<file path="src/rtl/ikaopll_pkg.sv">
// Shared sizing helpers and default slot-count widths for the OPLL slot sequencer.
package ikaopll_pkg;

  // Never returns 0, so a result can always size a vector.
  function automatic int unsigned clog2(input int unsigned value);
    int unsigned w;
    w = 1;
    for (int unsigned i = 1; i < 32; i++) begin
      if ((32'd1 << i) < value) w = i + 1;
    end
    return w;
  endfunction

  localparam int unsigned NumChDefault = 9;
  localparam int unsigned SlotsDefault = 2 * NumChDefault;
  localparam int unsigned CW           = clog2(SlotsDefault);
  localparam int unsigned CHW          = clog2(NumChDefault);

  typedef logic [CW-1:0] cycle_idx_t;

endpackage

</file>
<file path="src/rtl/ikaopll_rst_stretch.sv">
// Synchronous reset stretcher: holds the internal reset low for a number of phiM enables.
module ikaopll_rst_stretch import ikaopll_pkg::*; #(
  parameter int unsigned Target = 72
) (
  input  logic clk_i,
  input  logic ic_ni,
  input  logic phim_en_i,
  output logic mrst_no
);

  localparam int unsigned CntW = clog2(Target + 1);

  logic [CntW-1:0] cnt_q, cnt_d;
  logic            mrst_q, mrst_d;

  always_comb begin
    cnt_d  = cnt_q;
    mrst_d = mrst_q;
    if (!mrst_q && phim_en_i) begin
      if (cnt_q == CntW'(Target - 1)) mrst_d = 1'b1;
      else                            cnt_d  = cnt_q + 1'b1;
    end
  end

  always_ff @(posedge clk_i) begin
    if (!ic_ni) begin
      cnt_q  <= '0;
      mrst_q <= 1'b0;
    end else begin
      cnt_q  <= cnt_d;
      mrst_q <= mrst_d;
    end
  end

  assign mrst_no = mrst_q;

endmodule

</file>
<file path="src/rtl/ikaopll_slot_sequencer.sv">
// Slot/timing sequencer: phiM -> phi1 enables, operator slot counter, per-slot output windows.
module ikaopll_slot_sequencer import ikaopll_pkg::*; #(
  parameter int unsigned PRESCALE    = 4,
  parameter int unsigned NUM_CH      = 9,
  parameter int unsigned RHY_CH      = 3,
  parameter bit          FAST_RESET  = 1'b0,
  parameter int unsigned RST_STRETCH = 72,
  parameter int unsigned CYC_W       = clog2(2 * NUM_CH),
  parameter int unsigned CH_W        = clog2(NUM_CH)
) (
  input  logic             i_EMUCLK,
  input  logic             i_IC_n,
  input  logic             i_phiM_PCEN_n,
  input  logic             i_RHYTHM_EN,
  output logic             o_phi1_PCEN_n,
  output logic             o_phi1_NCEN_n,
  output logic             o_DAC_EN,
  output logic             o_MRST_n,
  output logic [CYC_W-1:0] o_CYCLE,
  output logic [CH_W-1:0]  o_CH,
  output logic             o_MnC_SEL,
  output logic             o_CYCLE_00,
  output logic             o_RHYTHM_ACT,
  output logic             o_MO_CTRL,
  output logic             o_RO_CTRL,
  output logic             o_MO_SAMPLE,
  output logic             o_RO_SAMPLE
);

  localparam int unsigned Slots    = 2 * NUM_CH;
  localparam int unsigned PW       = clog2(PRESCALE);
  localparam int unsigned RhyFirst = NUM_CH - RHY_CH;

  logic             phim_en, mrst_n, en, ncen, pcen;
  logic [PW-1:0]    pre_q, pre_d;
  logic [CYC_W-1:0] cyc_q, cyc_d;
  logic [CH_W-1:0]  nxt_ch;
  logic             rhy_q, rhy_d, mo_q, mo_d, ro_q, ro_d, rhy_slot;

  assign phim_en = ~i_phiM_PCEN_n;

  ikaopll_rst_stretch #(
    .Target (FAST_RESET ? 2 : RST_STRETCH)
  ) u_rst_stretch (
    .clk_i     (i_EMUCLK),
    .ic_ni     (i_IC_n),
    .phim_en_i (phim_en),
    .mrst_no   (mrst_n)
  );

  // Everything is frozen until the stretched reset releases.
  assign en   = phim_en & mrst_n;
  assign ncen = en & (pre_q == '0);
  assign pcen = en & (pre_q == PW'(PRESCALE / 2));

  always_comb begin
    pre_d    = pre_q;
    cyc_d    = cyc_q;
    rhy_d    = rhy_q;
    mo_d     = mo_q;
    ro_d     = ro_q;
    nxt_ch   = '0;
    rhy_slot = 1'b0;
    if (en) pre_d = (pre_q == PW'(PRESCALE - 1)) ? '0 : pre_q + 1'b1;
    if (ncen) begin
      if (cyc_q == CYC_W'(Slots - 1)) begin
        cyc_d = '0;
        rhy_d = i_RHYTHM_EN;
      end else begin
        cyc_d = cyc_q + 1'b1;
      end
      // Decode the slot being entered with the rhythm mode of the frame it belongs to.
      nxt_ch   = CH_W'(cyc_d >> 1);
      rhy_slot = rhy_d & (32'(nxt_ch) >= RhyFirst);
      mo_d     = cyc_d[0] & ~rhy_slot;
      ro_d     = cyc_d[0] & rhy_slot;
    end
  end

  always_ff @(posedge i_EMUCLK) begin
    if (!i_IC_n) begin
      pre_q <= '0;
      cyc_q <= '0;
      rhy_q <= 1'b0;
      mo_q  <= 1'b0;
      ro_q  <= 1'b0;
    end else begin
      pre_q <= pre_d;
      cyc_q <= cyc_d;
      rhy_q <= rhy_d;
      mo_q  <= mo_d;
      ro_q  <= ro_d;
    end
  end

  assign o_phi1_NCEN_n = ~ncen;
  assign o_phi1_PCEN_n = ~pcen;
  assign o_DAC_EN      = ncen;
  assign o_MRST_n      = mrst_n;
  assign o_CYCLE       = cyc_q;
  assign o_CH          = CH_W'(cyc_q >> 1);
  assign o_MnC_SEL     = cyc_q[0];
  assign o_CYCLE_00    = (cyc_q == '0);
  assign o_RHYTHM_ACT  = rhy_q;
  assign o_MO_CTRL     = mo_q;
  assign o_RO_CTRL     = ro_q;
  assign o_MO_SAMPLE   = ncen & mo_q;
  assign o_RO_SAMPLE   = ncen & ro_q;

endmodule

</file>
<file path="config.mk">
export PLATFORM = sky130hd
export DESIGN_NAME = ikaopll_slot_sequencer
export DESIGN_NICKNAME = d
export VERILOG_FILES = /design/src/rtl/ikaopll_pkg.sv /design/src/rtl/ikaopll_rst_stretch.sv /design/src/rtl/ikaopll_slot_sequencer.sv
export SDC_FILE = /design/constraint.sdc
export NUM_CORES = 1
export LEC_CHECK = 0
export CAP_MARGIN = 10
export CELL_PAD_IN_SITES_DETAIL_PLACEMENT = 1
export CELL_PAD_IN_SITES_GLOBAL_PLACEMENT = 1
export CORE_ASPECT_RATIO = 0.7
export CORE_MARGIN = 5
export CORE_UTILIZATION = 32
export CTS_CLUSTER_DIAMETER = 150
export DETAILED_ROUTE_END_ITERATION = 16
export PLACE_DENSITY = 0.78
export SLEW_MARGIN = 40
export SYNTH_ARGS = -nofsm -noshare
export SYNTH_HDL_FRONTEND = slang
export SYNTH_SLANG_ARGS = --single-unit
</file>
<file path="constraint.sdc">
create_clock -name i_EMUCLK -period 1.5 [get_ports i_EMUCLK]
set_input_delay 0.225 -clock i_EMUCLK [delete_from_list [all_inputs] [get_ports i_EMUCLK]]
set_output_delay 0.225 -clock i_EMUCLK [all_outputs]
set_load 0.005 [all_outputs]
</file>
# [Word-level counts from Yosys, hierarchy flattened]
# Index checks and enable logic that the tools add are counted.
[classes] addsub=3 reduce_logical=6 n_mux=5 order_cmp=1 bitwise=13 n_eq_ne=4
[ops] operator="5-bit two-way mux" count=2
[ops] operator="1-bit AND" count=8
[ops] operator="7-bit by 1-bit adder with 7-bit output, second input constant" count=1
[ops] operator="7-bit == test, second input constant" count=1
[ops] operator="5-bit by 1-bit adder with 5-bit output, second input constant" count=1
[ops] operator="5-bit == test, second input constant" count=1
[ops] operator="5-bit logical NOT" count=1
[ops] operator="1-bit inverter" count=5
[ops] operator="2-bit == test, second input constant" count=2
[ops] operator="4-bit by 3-bit greater-or-equal comparator with 1-bit output, second input constant" count=1
[ops] operator="2-bit AND reduction" count=2
[ops] operator="2-bit by 1-bit adder with 2-bit output, second input constant" count=1
[ops] operator="2-bit logical NOT" count=1
[ops] operator="1-bit two-way mux" count=2
[ops] operator="2-bit two-way mux" count=1
[ops] operator="1-bit logical AND" count=1
[ops] operator="1-bit logical NOT" count=1
[word_totals] ff_bits=18 output_inout_bits=20 word_cells=39 in_bits=4

# [Logic depth before layout (Yosys ltp)]
# Gate-level depths: netlist (run 1).
[depth] word_depth=8 ltp_mapped=7 mapped_depth_nobuf=7

# [Cells and area by module]
# Synthesis (run 1) repeated with hierarchy kept, for this count alone.
[hier_totals] cells_unflattened=126 area_unflattened_um2=1074.8
[by_module_without_submodules] mod="ikaopll_slot_sequencer" cells_per_inst=83 seq_area_each_um2=200.2 instances=1 area_per_inst_um2=685.7
[by_module_without_submodules] mod="ikaopll_rst_stretch" cells_per_inst=43 seq_area_each_um2=160.2 instances=1 area_per_inst_um2=389.1

# [Least setup slack after synthesis (run 1)]
# OpenSTA, ideal clock, no wires.
[synth_timing] path_type="flip-flop to flip-flop" start="reg cyc_q[1] (netlist: o_CYCLE[1])" end="reg mo_q (netlist: o_MO_CTRL)" slack_ns=0.065 required_ns=1.383 path_buffers=0 t_arrival_ns=1.318 period_less_slack_ns=1.435 path_stages_with_launch=8 setup_ns=0.117 path_cell_list="dfxtp_1 > inv_1 > ha_1 > nand2b_1 > a21oi_1 > nor3_1 > o21ai_0 > a32o_1"
[synth_between] elab_chain_len=7 elab_cells_between_ends=10 classes_between="1 x add/sub; 1 x order compare; 1 x eq/ne; 4 x mux; 3 x bitwise"
[synth_lines] element="start, declared" line_no="ikaopll_slot_sequencer.sv:36" source="logic [CYC_W-1:0] cyc_q, cyc_d;"
[synth_lines] element="start signal, assigned" line_no="ikaopll_slot_sequencer.sv:89" source="cyc_q <= cyc_d;"
[synth_lines] element="5-bit by 1-bit adder with 5-bit output or 5-bit == test (tied branches)" line_no="ikaopll_slot_sequencer.sv:70, ikaopll_slot_sequencer.sv:66"
[synth_lines] element="5-bit two-way mux" line_no="ikaopll_slot_sequencer.sv:66" source="if (cyc_q == CYC_W'(Slots - 1)) begin"
[synth_lines] element="5-bit two-way mux" line_no="ikaopll_slot_sequencer.sv:65" source="if (ncen) begin"
[synth_lines] element="4-bit by 3-bit greater-or-equal comparator with 1-bit output" line_no="ikaopll_slot_sequencer.sv:74" source="rhy_slot = rhy_d & (32'(nxt_ch) >= RhyFirst);"
[synth_lines] element="1-bit AND" line_no="ikaopll_slot_sequencer.sv:74"
[synth_lines] element="1-bit inverter" line_no="ikaopll_slot_sequencer.sv:75" source="mo_d = cyc_d[0] & ~rhy_slot;"
[synth_lines] element="1-bit AND *" line_no="ikaopll_slot_sequencer.sv:75"
[synth_lines] element="end signal, assigned" line_no="ikaopll_slot_sequencer.sv:91" source="mo_q <= mo_d;"
[synth_lines] element="end, declared" line_no="ikaopll_slot_sequencer.sv:38" source="logic rhy_q, rhy_d, mo_q, mo_d, ro_q, ro_d, rhy_slot;"
# Mark *: on every way between the ends. The rest lies on a longest branch, timed or not. The select of a mux whose other input is x is not followed.
# A chain may end at the register's enable or synchronous reset.

# [Final worst setup path (run 1)]
[layout_timing] start="reg cyc_q[1] (netlist: o_CYCLE[1])" end="out o_CYCLE[1]"
[layout_rtl] element="end, declared" line_no="ikaopll_slot_sequencer.sv:19" source="output logic [CYC_W-1:0] o_CYCLE,"
# No word-level cell between the ends.

==> results of run 1 <==
-- metrics by stage --
stage          area, sq um  utilization (%)  hold WS (ps)  setup WS (ps)
2_1_floorplan        994.7                -         342.8          65.08
3_3_place_gp          1381            47.92         502.6         -284.7
3_5_place_dp          1381            47.92         519.1         -311.4
4_1_cts               1489            51.65         517.9         -109.3
5_1_grt               1644            57.03         563.1         -2.065
6_report              1644            57.03         511.8          24.75
-- cell usage after synthesis --
cell | instances | area share [%]
o21a_1 | 1 | 0.75
nand2_4 | 1 | 1.1
a31o_2 | 1 | 0.88
nor2b_1 | 2 | 1.3
clkinv_2 | 1 | 0.50
nand4b_1 | 2 | 1.8
and3_1 | 3 | 1.9
nand2_1 | 9 | 3.4
and4_1 | 1 | 0.88
o21ai_0 | 6 | 3.0
xor2_1 | 6 | 5.3
o41ai_1 | 1 | 0.88
mux2i_1 | 1 | 1.0
nor4b_1 | 1 | 0.88
a32o_1 | 1 | 1.0
buf_2 | 1 | 0.50
nand3_1 | 4 | 2.0
nor3_1 | 3 | 1.5
nor2_1 | 15 | 5.7
dfxtp_1 | 18 | 36
nand3b_1 | 1 | 0.75
nand4_1 | 5 | 3.1
nor4_1 | 1 | 0.63
xnor2_1 | 2 | 1.8
and2_1 | 2 | 1.3
a21oi_1 | 7 | 3.5
buf_4 | 7 | 5.3
ha_1 | 7 | 8.8
nand2b_1 | 2 | 1.3
inv_1 | 5 | 1.9
o31a_1 | 1 | 0.88
clkbuf_1 | 1 | 0.38
-- worst reg2reg max path: stages (launching register included) --
cell,delay (ps)
dfxtp_4,370
buf_4,150
ha_4,170
nand2b_4,70
a21oi_2,60
nor3_2,210
o21ai_2,110
o41ai_2,220
-- logic make-up after synthesis --
group	after synthesis	synth area share, %
mux	1	1.006
flops	18	36.23
compound gates	18	10.94
xor+xnor	8	7.044
buf+inv	15	8.552
fa+ha+maj	7	8.805
simple gates	52	27.42
-- area by class of cell --
cell class | count | area, sq um
Fill cell | 336 | 1239
Clock buffer | 4 | 55.05
Timing Repair Buffer | 56 | 483.0
Tap cell | 36 | 45.04
Multi-Input combinational cell | 86 | 654.4
Sequential cell | 18 | 382.9
Inverter | 6 | 23.77
-- cell usage in the layout, fill, tap and decap left out, drive strengths merged, types with 5 or more instances in the layout --
cell / Yosys / routed
buf: 8 / 36
dfxtp: 18 / 18
nor2: 15 / 15
nand2: 10 / 10
clkdlybuf4s50: 0 / 9
a21oi: 7 / 7
ha: 7 / 7
xor2: 6 / 6
o21ai: 6 / 6
nand4: 5 / 5
dlygate4sd2: 0 / 5
dlymetal6s2s: 0 / 5
clkbuf: 1 / 5
inv: 5 / 5
-- flip-flops by register name (all words and copies together) (netlist names) --
register,flops
pre_q,2
o_RO_CTRL,1
o_CYCLE,5
o_MO_CTRL,1
u_rst_stretch.mrst_no,1
o_RHYTHM_ACT,1
u_rst_stretch.cnt_q,7
-- layer usage --
| layer | wire length [um] | global-route usage [%] | vias up | part of all wire [%] |
|---|---|---|---|---|
| met5 | 0 | 0 | - | 0 |
| met4 | 52 | 3.741 | 0 | 1.5 |
| met3 | 128 | 1.597 | 6 | 3.6 |
| met2 | 1766 | 27.93 | 27 | 50 |
| met1 | 1611 | 19.85 | 523 | 45 |
| li1 | - | - | 506 | - |
-- how the worst max path moves through the flow --
stage | from | endpoint | slack (ps)
2_1_floorplan | o_CYCLE[1]$_SDFFE_PN0P_ | o_MO_CTRL$_SDFFE_PN0P_ | 70
3_3_place_gp | i_phiM_PCEN_n | o_MO_SAMPLE | -280
3_5_place_dp | i_phiM_PCEN_n | o_MO_SAMPLE | -310
4_1_cts | o_CYCLE[1]$_SDFFE_PN0P_ | o_CYCLE_00 | -110
5_1_grt | o_CYCLE[1]$_SDFFE_PN0P_ | o_CYCLE[1] | -2
6_report | o_CYCLE[1]$_SDFFE_PN0P_ | o_CYCLE[1] | 20
-- where the power goes --
group	leakage [nW]	switching (mW)	internal (mW)
Sequential	0.151	0.00757	0.479
Clock	0.0288	0.175	0.233
Combinational	0.583	0.0303	0.0348
-- repair_timing --
item / 4_1_cts / 5_1_grt
resized for setup: 33 / 34
setup endpoints to repair: 19 / 18
pin swaps: 4 / 8
buffers inserted: 4 / 7
==> metrics.yaml, run 1 <==
status:
  status: "complete, no violations"
job:
  drv_cap: 0
sta:
  rsz0062_at_grt: "true"
  slew_headroom_pct: 79.94
  fin_crit_ps: 1475
  clock_skew_ps: 6.769
  hold_violations: 0
  setup_viol: 0
  finalSetupTns_ps: 0
  period_share_pct: 98.35
  slew_violations: 0
  worstMarginPinSlew_ps: 298.1
  fmax_ghz: 0.6779
route:
  wire_per_inst_um: 17.27
  vias: 1062
  drt-total-wl_um: 3557
  first_iter_violations: 17
  viasPerCell: 5.155
  drt_pass1_iterations: 4
  drcViolationCount: 0
  ant_nets: 0
clocking:
  hold_buffers: 0
  cts_tree: "done"
  path_clk_slew_ps: 80
  cts_buffer_depth: 2
  worstSkewPairLatency_ps: 260
  root_buffer: "clkbuf_8"
  cts_buffers: 3
  cts_num_sinks: 18
  htreeDepth: 1
placement:
  dp_cells: 192
  place.gp.congestion: 0.8479
  post-dp-hpwl_um: 2392
  io_buffers: 23
global_routing:
  grt_pass1_vias: 1052
  grt-ovfl-total: 0
  grt_max_degree: 13
  antenna_found_initial: 0
  grt_pass1_wl_um: 5430
  grt_usage_pct: 15.52
min_path:
  hold_end: "o_RHYTHM_ACT$_SDFFE_PN0P_"
  hp-class: "in -> reg"
  hold_start: "i_RHYTHM_EN"
  hold-path-cell-count: 3
synth:
  synth_fp_nets: 130
  ys_types: 32
  ys_ff_latch: 18
  ys.warnings.count: 0
  netlist_instances: 119
  avgSynthCellArea_sq_um: 8.359
  syn_area_sq_um: 994.7
  synth.yosys.seq_area_share_pct: 36.23
cells_and_area:
  synthToLayoutAreaGrowth_pct: 65.28
  nets: 182
  final_cells: 206
  num_antenna_cells: 0
  drive_above_1_share_pct: 41.76
floorplan:
  ios: 24
  dieHeight_um: 56.65
  core_sq_um: 2883
  start_util_pct: 34.51
  fp.dieArea_sq_um: 4341
  rows: 16
  die_w_um: 76.64
worst_setup_path:
  critPathKind: "reg -> out"
  path_buf_inv: 2
  path_depth: 2
  reg2reg_setup_slack_ps: 70
  slowest_delay_ps: 490
  rr_endpoint: "o_RO_CTRL$_SDFFE_PN0P_"
  worst-path-max-fanout: 4
  path_cells: "buf_4 > clkdlybuf4s50_1"
  worstPathArrival_ps: 1250
  reg2reg_depth: 7
  start_kind: "register"
  cpMaxStageDelayCell: "clkdlybuf4s50_1"
  cp-end-kind: "output pin"
  r2r_start: "o_CYCLE[0]$_SDFFE_PN0P_"
  crit_family: "buffers and inverters"
  crit_required_ps: 1270
power:
  finalPower_mw: 0.9602
  leakage_nw: 0.7626
  p_per_area_nw_per_um2: 584.0
  ir_worst_vdd_mv: 0.3170
Note: power is estimated with default switching activity, not from simulation.
==> run 2, diff against run 1 <==
CORE_MARGIN = default   (was 5)
CORE_UTILIZATION = 36   (was 32)
PLACE_DENSITY = 0.81   (was 0.78)
SYNTH_HIERARCHICAL = 1   (was default)
clock period = 1.4 ns   (was 1.5 ns; I/O delays follow)
==> run 2 against run 1 <==
The flow now finishes with violations (setup timing); first-iteration DRC count grew to 3.4 times the previous value; non-clock buffer count grew 1; power grew 3.3%; final area grew 17%; setup slack lost 250 ps; core utilization grew 11 points; sequential power grew 7.2%; clock power shrank 4%; count of clock-buffer cells in the layout shrank 1; critical path depth grew 6; highest routed layer unchanged.
==> metrics.yaml, run 2 <==
cells_and_area:
  synthToLayoutAreaGrowth_pct: 78.35
  largest_reg_flops: 7  # unchanged
  top_register: "u_rst_stretch/cnt_q"
  drive_above_1_share_pct: 52.25  # +10 points
  nets: 190  # +4.4%
  layout_commonest_cell: "buf_6"
  final_cell_mix: "21 x buf_6, 16 x buf_4, 10 x nand2_1"
  final_util_pct: 67.91  # +11 points
  num_antenna_cells: 0  # unchanged
sta:
  fin_crit_ps: 1630
  finalWorstSetupSlack_ps: -229.8  # -254.6 ps
  clock_skew_ps: 5.367  # -1.402 ps
  setup_viol: 12  # +12
  hold_slack_ps: 494.5  # -17.35 ps
  slew_headroom_pct: 72.12  # -7.8 points
  fmax_ghz: 0.6136
  hold_violations: 0  # unchanged
  rsz0062_at_grt: "true"
  worstMarginPinSlew_ps: 416.4  # +118.3 ps
  period_share_pct: 116.4
  slew_violations: 0  # unchanged
synth:
  synthArstFlopShare_pct: 0  # unchanged
  avgSynthCellArea_sq_um: 8.530  # +2.0%
  ys_types: 41  # +28%
  synth_top_area_share_pct: 33.53  # -2.7 points
  netlist_instances: 126  # +5.9%
  synth_fp_nets: 137  # +5.4%
  synth_top_flop_cell: "dfxtp_1"
  syn_area_sq_um: 1075  # +8.1%
  synth.top_cells.by_count: "18 x dfxtp_1, 12 x nand2_1, 11 x inv_1, 8 x a21oi_1"
  synth-edff-count: 0  # unchanged
  ys.warnings.count: 6  # +6
  ys_ff_latch: 18  # unchanged
  synth.area.top_cells: "dfxtp_1 34%, ha_1 8.1%, buf_4 4.2%, nand2_1 4.2%, inv_1 3.8%"
  yosysTopAreaCell: "dfxtp_1"
  synth.yosys.seq_area_share_pct: 33.53  # -2.7 points
  yosysMostFrequentCell: "dfxtp_1"
global_routing:
  gr-usage-met3_pct: 7.619  # +6.0 points
  grt_pass1_wl_um: 6009  # +11%
  grt_pass1_vias: 1120  # +6.5%
  gr-usage-met1_pct: 32.90  # +13 points
  grt_usage_pct: 27.32  # +12 points
  grt-ovfl-total: 0  # unchanged
  antenna_found_initial: 0  # unchanged
  met2_usage_pct: 47.80  # +20 points
  grt.busiest_layer: "met2"
  grt_max_degree: 21  # +8
power:
  p_per_area_nw_per_um2: 517.5  # -11%
  ir_worst_vdd_mv: 0.5470  # +73%
  leakage_nw: 0.8671  # +14%
floorplan:
  core_sq_um: 2823  # -2.1%
  ios: 24  # unchanged
  fp.dieArea_sq_um: 3211  # -26%
  dieHeight_um: 47.72  # -16%
  die_w_um: 67.31  # -12%
  start_util_pct: 38.08  # +3.6 points
  rows: 16  # unchanged
clocking:
  htreeDepth: 1  # unchanged
  path_clk_slew_ps: 80  # about the same
  root_buffer: "clkbuf_8"
  worstSkewPairLatency_ps: 260  # about the same
  cts_buffers: 3  # unchanged
  cts_buffer_depth: 2  # unchanged
  cts_num_sinks: 18  # unchanged
  cts_tree: "done"
  hold_buffers: 0  # unchanged
placement:
  place.gp.congestion: 0.7536  # -11%
  io_buffers: 23  # unchanged
  post-dp-hpwl_um: 2371  # -0.86%
worst_setup_path:
  reg2reg_depth: 8  # +1
  crit_required_ps: 1560  # +290 ps
  start_kind: "register"
  worst-path-max-fanout: 5  # +1
  worstPathArrival_ps: 1790  # +540 ps
  critPathKind: "reg -> reg"
  cp-end-kind: "register"
route:
  ant_nets: 0  # unchanged
  drcViolationCount: 0  # unchanged
  viasPerCell: 5.551  # +7.7%
  drt_pass1_iterations: 4  # unchanged
  vias: 1188  # +12%
  drt-total-wl_um: 4883  # +37%
  wire_per_inst_um: 22.82  # +32%
  first_iter_violations: 57  # +40
min_path:
  hold-path-cell-count: 2  # -1
  hp-class: "reg -> reg"
status:
  status: "finished with violations"
  violations: "setup timing"
job:
  drv_cap: 0  # unchanged
==> run 2: cell types whose count changed after synthesis, moves of 3 or more <==
cell     delta
nor2_1      -9
inv_1       +6
xor2_1      -6
nand4_1     -5
mux2i_1     +3
nand2_1     +3
nor2b_1     +3
or3_1       +3
==> run 2: kinds of logic (layout without fill, tap and decap cells) <==
kind of cell / count (synthesis) / after routing / synth area share, %
compound gates: 27 / 27 / 16.18
xor+xnor: 1 / 1 / 0.8150
fa+ha+maj: 7 / 7 / 8.149
buf+inv: 20 / 72 / 9.894
flops: 18 / 18 / 33.53
mux: 4 / 4 / 3.725
simple gates: 49 / 49 / 27.71
==> run 2: per-stage QoR <==
stage	cells	setup TNS [ps]	power [mW]	setup slack, ps	instance area [sq um]
after CTS	210	-1109	0.9819	-201.6	1729
after global routing	214	-1985	1.018	-283.3	1917
after detailed placement	196	-5524	0.5891	-424.7	1470
after global placement	196	-4812	0.5862	-419.4	1470
after floorplan	126	0	0.5558	16.47	1104
final	214	-1258	0.9920	-229.8	1917
==> run 2: area by class of cell <==
class / instances / area, sq um
well taps: 36 / 45.04
clock inverters: 1 / 3.754
inverters: 11 / 51.30
multi-input cells: 88 / 830.8
fillers: 309 / 905.9
repair buffers: 57 / 553.0
clock buffers: 3 / 41.29
flip-flops and latches: 18 / 391.6
==> run 2: path summary, 6_finish.rpt <==
kind	startpoint	end	slack, ps
worst max-delay path	pre_q[0]$_SDFFE_PN0P_	o_CYCLE[3]$_SDFFE_PN0P_	-230
worst min-delay path	o_MO_CTRL$_SDFFE_PN0P_	o_MO_CTRL$_SDFFE_PN0P_	490
worst max register to register	pre_q[0]$_SDFFE_PN0P_	o_CYCLE[3]$_SDFFE_PN0P_	-230
worst min register to register	o_MO_CTRL$_SDFFE_PN0P_	o_MO_CTRL$_SDFFE_PN0P_	490
==> run 2: power by group <==
part	internal, mW	leakage (nW)	total, mW	switching (mW)
Sequential	0.510	0.153	0.521	0.0114
Clock	0.196	0.0231	0.394	0.198
Combinational	0.0364	0.690	0.0764	0.0400
Total	0.742	0.867	0.992	0.250
==> run 2: timing repair <==
item,4_1_cts,5_1_grt
setup endpoints to repair,29,25
gates cloned,0,0
resized for setup,80,44
pin swaps,14,20
setup buffers,11,6
==> run 2: critical path, stage by stage (launching register included) <==
cell      delay [ps]
dfxtp_2          330
inv_2             80
ha_4             140
nand3b_4         100
buf_6            140
buf_6            120
or3_4            350
xnor2_2          140
and2_1           130
==> run 2: layer usage <==
layer,vias up,wire (um)
met3,19,278
li1,539,-
met2,39,2443
met5,-,0
met1,591,1992
met4,0,167
==> run 3, diff against run 2 <==
CAP_MARGIN = default   (was 10)
==> results of run 3 <==
Same layout as run 2: the final DEF is identical, and so are final timing and power.
==> edit 1, RTL diff (flow settings as in run 2) <==
Set the parameter `NUM_CH` to 18 (it was 9).
--- a/src/rtl/ikaopll_slot_sequencer.sv
+++ b/src/rtl/ikaopll_slot_sequencer.sv
@@ -1,7 +1,7 @@
 // Slot/timing sequencer: phiM -> phi1 enables, operator slot counter, per-slot output windows.
 module ikaopll_slot_sequencer import ikaopll_pkg::*; #(
   parameter int unsigned PRESCALE    = 4,
-  parameter int unsigned NUM_CH      = 9,
+  parameter int unsigned NUM_CH      = 18,
   parameter int unsigned RHY_CH      = 3,
   parameter bit          FAST_RESET  = 1'b0,
   parameter int unsigned RST_STRETCH = 72,
Interface: changed (resized o_CH and o_CYCLE); port bits go from 24 to 26. No check against the original RTL was run, so the function may have changed too.
==> edit 1 against run 2 <==
- the flow still finishes with violations (negative setup slack)
- sequential share of layout area up 3.0 points
- total power about the same
- combinational power down 24%
- hold slack worse by 0.017 ns
- setup slack improved by 0.17 ns
- maximum frequency increased by 11%
- global-route usage is 5.1 points lower
- wire length decreased by 23%
- area after synthesis grew 5.7%
- final area down 10%
- non-clock buffer count shrank 3
- sequential cell count up 1
==> edit 1: results (changes against run 2) <==
Routing
  • Via count normalized by instance count: 5.39 (-3.0%)
  • Highest metal layer with signal wires: met4
  • Drt wl/cell: 17.2 um (-25%)
  • Number of DRC markers after the initial detailed-route iteration: 34 (-40%)
  • Length of routed met3 wiring: 95 um (-66%)
  • Met1 WL: 1.66 mm (-16%)
  • Met2 wire length: 1.98 mm (-19%)

Synth
  • Warning count from the yosys run: 6 (unchanged)
  • Post-synthesis sequential area ratio: 33.5% (-0.047 points)
  • Mapped Avg Cell Area: 8.42 um^2 (-1.3%)
  • Synth area leaders: sky130_fd_sc_hd__dfxtp_1, sky130_fd_sc_hd__ha_1, sky130_fd_sc_hd__nand2_1, sky130_fd_sc_hd__buf_4, sky130_fd_sc_hd__a21oi_1
  • Synth unique cells: 43 (+4.9%)
  • Most instantiated cells after synthesis: sky130_fd_sc_hd__dfxtp_1, sky130_fd_sc_hd__nand2_1, sky130_fd_sc_hd__inv_1
  • Synthesized net count: 145 (+5.8%)

GRT
  • Wire length of the first global-routing pass: 5.94 mm (-1.1%)
  • Maximum number of pins on one net before global-route repair: 14 (-33%)
  • Via count of the first global-routing pass: 1236 (+10%)
  • Total GRT Usage: 22.2% (-5.1 points)

Timing
  • Number of setup violations in the final report: 2 (-10)
  • Total Neg Setup Slack: -0.0716 ns (+1.19 ns)
  • Post-route worst setup slack: -0.0647 ns (+0.165 ns)
  • Setup clock skew after layout: 0.00164 ns (-0.00373 ns)
  • Worst slew margin: 69.7% (-2.4 points)

Place
  • IO buf count: 25 (+8.7%)
  • Setup WS pre-CTS: -0.407 ns (+0.0176 ns)
  • Post-Place Cells: 208 (+6.1%)
  • Placer's final routability congestion estimate: 0.776 (+2.9%)
  • Post-DP HPWL: 2.66 mm (+12%)

Run status
  • Failing checks: negative setup slack
  • Result of the run: complete, but fails checks

Critical path
  • Maximum fanout along the worst path: 7 (+2)
  • Launching instance or port of the critical path: o_CYCLE[0]$_SDFFE_PN0P_
  • Worst R2R Path Depth: 6 (-2)
  • Arrival @ worst endpoint: 1.62 ns (-0.17 ns)

Finish
  • Total Nets Final: 193 (+1.6%)
  • Ratio of cells with drive above 1 in the final layout: 39.0% (-13 points)
  • Count of fill cells added during filler insertion: 339 (+9.7%)
  • Filler-free cell count of the finished design: 218 (+1.9%)

Power
  • Switching share of total power: 22.1% (-3.1 points)
  • Share of power burned in combinational logic: 5.9% (-1.8 points)
  • Power in sequential cells: 0.000547 W (+5.0%)
  • Static Leakage: 0.730 nW (-16%)
  • Clock network fraction of design power: 39.0% (-0.8 points)
  • Worst ir drop on vdd: 0.458 mV (-16%)

Worst hold path
  • Hold-critical path depth: 2 (unchanged)
  • Hold_sp: u_rst_stretch/cnt_q[1]$_SDFFE_PN0P_

Clocking
  • Clock Latency Late Sink: 0.26 ns (about the same)
edit 1: cell count changes after synthesis, moves of 2 or more:
| cell | before | now |
|---|---|---|
| sky130_fd_sc_hd__nand2_1 | 12 | 14 |
| sky130_fd_sc_hd__nand4_1 | 0 | 2 |
| sky130_fd_sc_hd__inv_1 | 11 | 9 |
| sky130_fd_sc_hd__buf_2 | 1 | 4 |
| sky130_fd_sc_hd__o21ai_0 | 7 | 4 |
| sky130_fd_sc_hd__o21a_1 | 2 | 0 |
| sky130_fd_sc_hd__and3_1 | 1 | 3 |
| sky130_fd_sc_hd__o21ai_1 | 0 | 2 |
| sky130_fd_sc_hd__or2b_1 | 0 | 2 |
edit 1: what timing repair did:
item | CTS | global route
pin swaps | 9 | 10
setup buffers | 3 | 4
resized for setup | 51 | 17
endpoints found under the setup margin | 26 | 17
cloned | 0 | 0
edit 1: critical path: stages (launching register included):
cell and delay [ns]:
sky130_fd_sc_hd__dfxtp_4 0.39, sky130_fd_sc_hd__ha_4 0.19, sky130_fd_sc_hd__or2b_1 0.24, sky130_fd_sc_hd__o21ai_1 0.12
sky130_fd_sc_hd__a311o_1 0.20, sky130_fd_sc_hd__and3_1 0.15, sky130_fd_sc_hd__o21ai_1 0.06
edit 1: kinds of logic (layout without fill, tap and decap cells):
| family | Yosys count | count (layout) | synth area share [%] |
|---|---|---|---|
| AND/OR/NAND/NOR | 57 | 57 | 29.7 |
| AO/OA/AOI/OAI | 26 | 26 | 14.6 |
| buffers and inverters | 21 | 68 | 10.5 |
| flip-flops | 19 | 19 | 33.5 |
| adder cells (fa/ha/maj) | 6 | 6 | 6.61 |
| multiplexers | 4 | 4 | 3.52 |
| XOR/XNOR | 2 | 2 | 1.54 |
edit 1: stage by stage:
step | cell area (um^2) | util, %
after floorplan | 1160 | -
after global routing | 1720 | 59.3
after global placement | 1560 | 53.8
final | 1720 | 59.3
after detailed placement | 1560 | 53.8
after CTS | 1660 | 57.1
edit 1: metal layers:
metal  vias up  track usage (%)
met1       594             25.6
met2        18             42.7
met5         -                0
li1        560                -
met3         2             5.17
met4         0             3.06
edit 1: path summary, 6_finish.rpt:
kind,slack [ns],end
setup / recovery,-0.06,o_MO_CTRL$_SDFFE_PN0P_
hold / removal,0.48,u_rst_stretch/cnt_q[1]$_SDFFE_PN0P_
setup reg to reg,-0.06,o_MO_CTRL$_SDFFE_PN0P_
hold reg to reg,0.48,u_rst_stretch/cnt_q[1]$_SDFFE_PN0P_
edit 1: cell type report:
type	count	area, um^2	share of cell area (%)
sequential	19	403	23.4
timing repair buffer	54	449	26.1
clock buffer	4	45.0	2.62
tap	36	45.0	2.62
inverter	10	42.5	2.47
multi-input combinational	95	737	42.8
==> edit 2, RTL diff (flow settings as in run 2) <==
Without the edit above. Put a register stage on the output `o_DAC_EN`. The value now appears one clock later. The other outputs are not delayed to match.
--- a/src/rtl/ikaopll_slot_sequencer.sv
+++ b/src/rtl/ikaopll_slot_sequencer.sv
@@ -95,7 +95,9 @@
 
   assign o_phi1_NCEN_n = ~ncen;
   assign o_phi1_PCEN_n = ~pcen;
-  assign o_DAC_EN      = ncen;
+  always_ff @(posedge i_EMUCLK) begin
+    o_DAC_EN <= ncen;
+  end
   assign o_MRST_n      = mrst_n;
   assign o_CYCLE       = cyc_q;
   assign o_CH          = CH_W'(cyc_q >> 1);
Behaviour: no difference found for any inputs over 10 cycles, from zero or initial values; that may be too few to reach the edited logic, so the function may still have changed.
==> edit 2 against run 2 <==
- the flow still finishes with violations (negative setup slack)
- area after synthesis rose by 1.9%
- final area fell by 5.6%
- sequential share of layout area rose by 1.6 points
- die area rose by 1.8%
- first-iteration DRC count fell by 23%
- critical path depth did not move
- maximum frequency rose by 2.0%
- cell count fell by 0.93%
- setup slack improved by 0.031 ns
- total power rose by 3.1%
- sequential cell count rose by 1
- count of clock-buffer cells in the layout rose by 1
- wire length fell by 8.8%
- global-route usage fell by 4.1 points
==> edit 2: results (changes against run 2) <==
Timing
  • Number of setup violations in the final report: 14 (+2)
  • Post-route worst setup slack: -0.198 ns (+0.0315 ns)
  • Worst hold slack across all endpoints: 0.480 ns (-0.0143 ns)

Routing
  • Via count normalized by instance count: 5.53 (-0.33%)
  • Aggregate routed wire length: 4.45 mm (-8.8%)
  • Number of DRC markers after the initial detailed-route iteration: 44 (-23%)

Synth
  • Fraction of post-synthesis cell area in the top cell type by area: 34.7% (+1.2 points)
  • Synthesized-area fraction occupied by ao, oa, aoi and oai cells: 15.9% (-0.30 points)
  • Mapped Avg Cell Area: 8.62 um^2 (+1.1%)
  • Synth area leaders: sky130_fd_sc_hd__dfxtp_1, sky130_fd_sc_hd__ha_1, sky130_fd_sc_hd__buf_4, sky130_fd_sc_hd__nand2_1, sky130_fd_sc_hd__inv_1
  • Synthesized net count: 138 (+0.73%)

Critical path
  • Arrival @ worst endpoint: 1.76 ns (-0.03 ns)
  • Slowest cell on the critical path: sky130_fd_sc_hd__dfxtp_2

Run status
  • Failing checks: negative setup slack
  • Result of the run: complete, but fails checks

Finish
  • Number of buffers outside the clock class in the layout: 54 (-5.3%)
  • Multi-input gate area: 763 um^2 (-8.1%)
  • Sequential Area: 398 um^2 (+1.6%)

GRT
  • Total GRT Usage: 23.2% (-4.1 points)
  • Via count of the first global-routing pass: 1063 (-5.1%)

Power
  • Power attributed to combinational cells: 0.0000700 W (-8.4%)
  • Worst ir drop on vdd: 0.372 mV (-32%)
  • Switching component of the power: 0.000242 W (-3.2%)
  • Sequential fraction of design power: 53.7% (+1.2 points)
  • Static Leakage: 0.789 nW (-9.0%)

Clocking
  • Post CTS Setup Buffer Count: 8 (-3)
  • Post-cts resize count: 60 (-25%)

Worst hold path
  • Hold_sp: i_phiM_PCEN_n
  • Hold-critical path depth: 5 (+3)

Place
  • Area after DPL: 1480 um^2 (+0.34%)
edit 2: cell families (layout without fill, tap and decap cells):
logic type | Yosys count | count (layout)
compound gates | 27 | 27
xor+xnor | 1 | 1
mux | 4 | 4
fa+ha+maj | 7 | 7
simple gates | 49 | 49
flops | 19 | 19
buf+inv | 20 | 69
edit 2: per-stage QoR:
step / setup slack (ns) / total power [W] / instances
3_3_place_gp: -0.386 / 0.000615 / 195
4_1_cts: -0.177 / 0.00101 / 207
5_1_grt: -0.271 / 0.00106 / 212
6_report: -0.198 / 0.00102 / 212
2_1_floorplan: 0.0165 / 0.000585 / 127
3_5_place_dp: -0.417 / 0.000618 / 195
edit 2: layer usage:
| layer | GRT usage (%) | routed length, um |
|---|---|---|
| met5 | 0 | 0 |
| met3 | 5.14 | 146 |
| met4 | 7.50 | 152 |
| met1 | 28.1 | 2030 |
| met2 | 42.2 | 2130 |
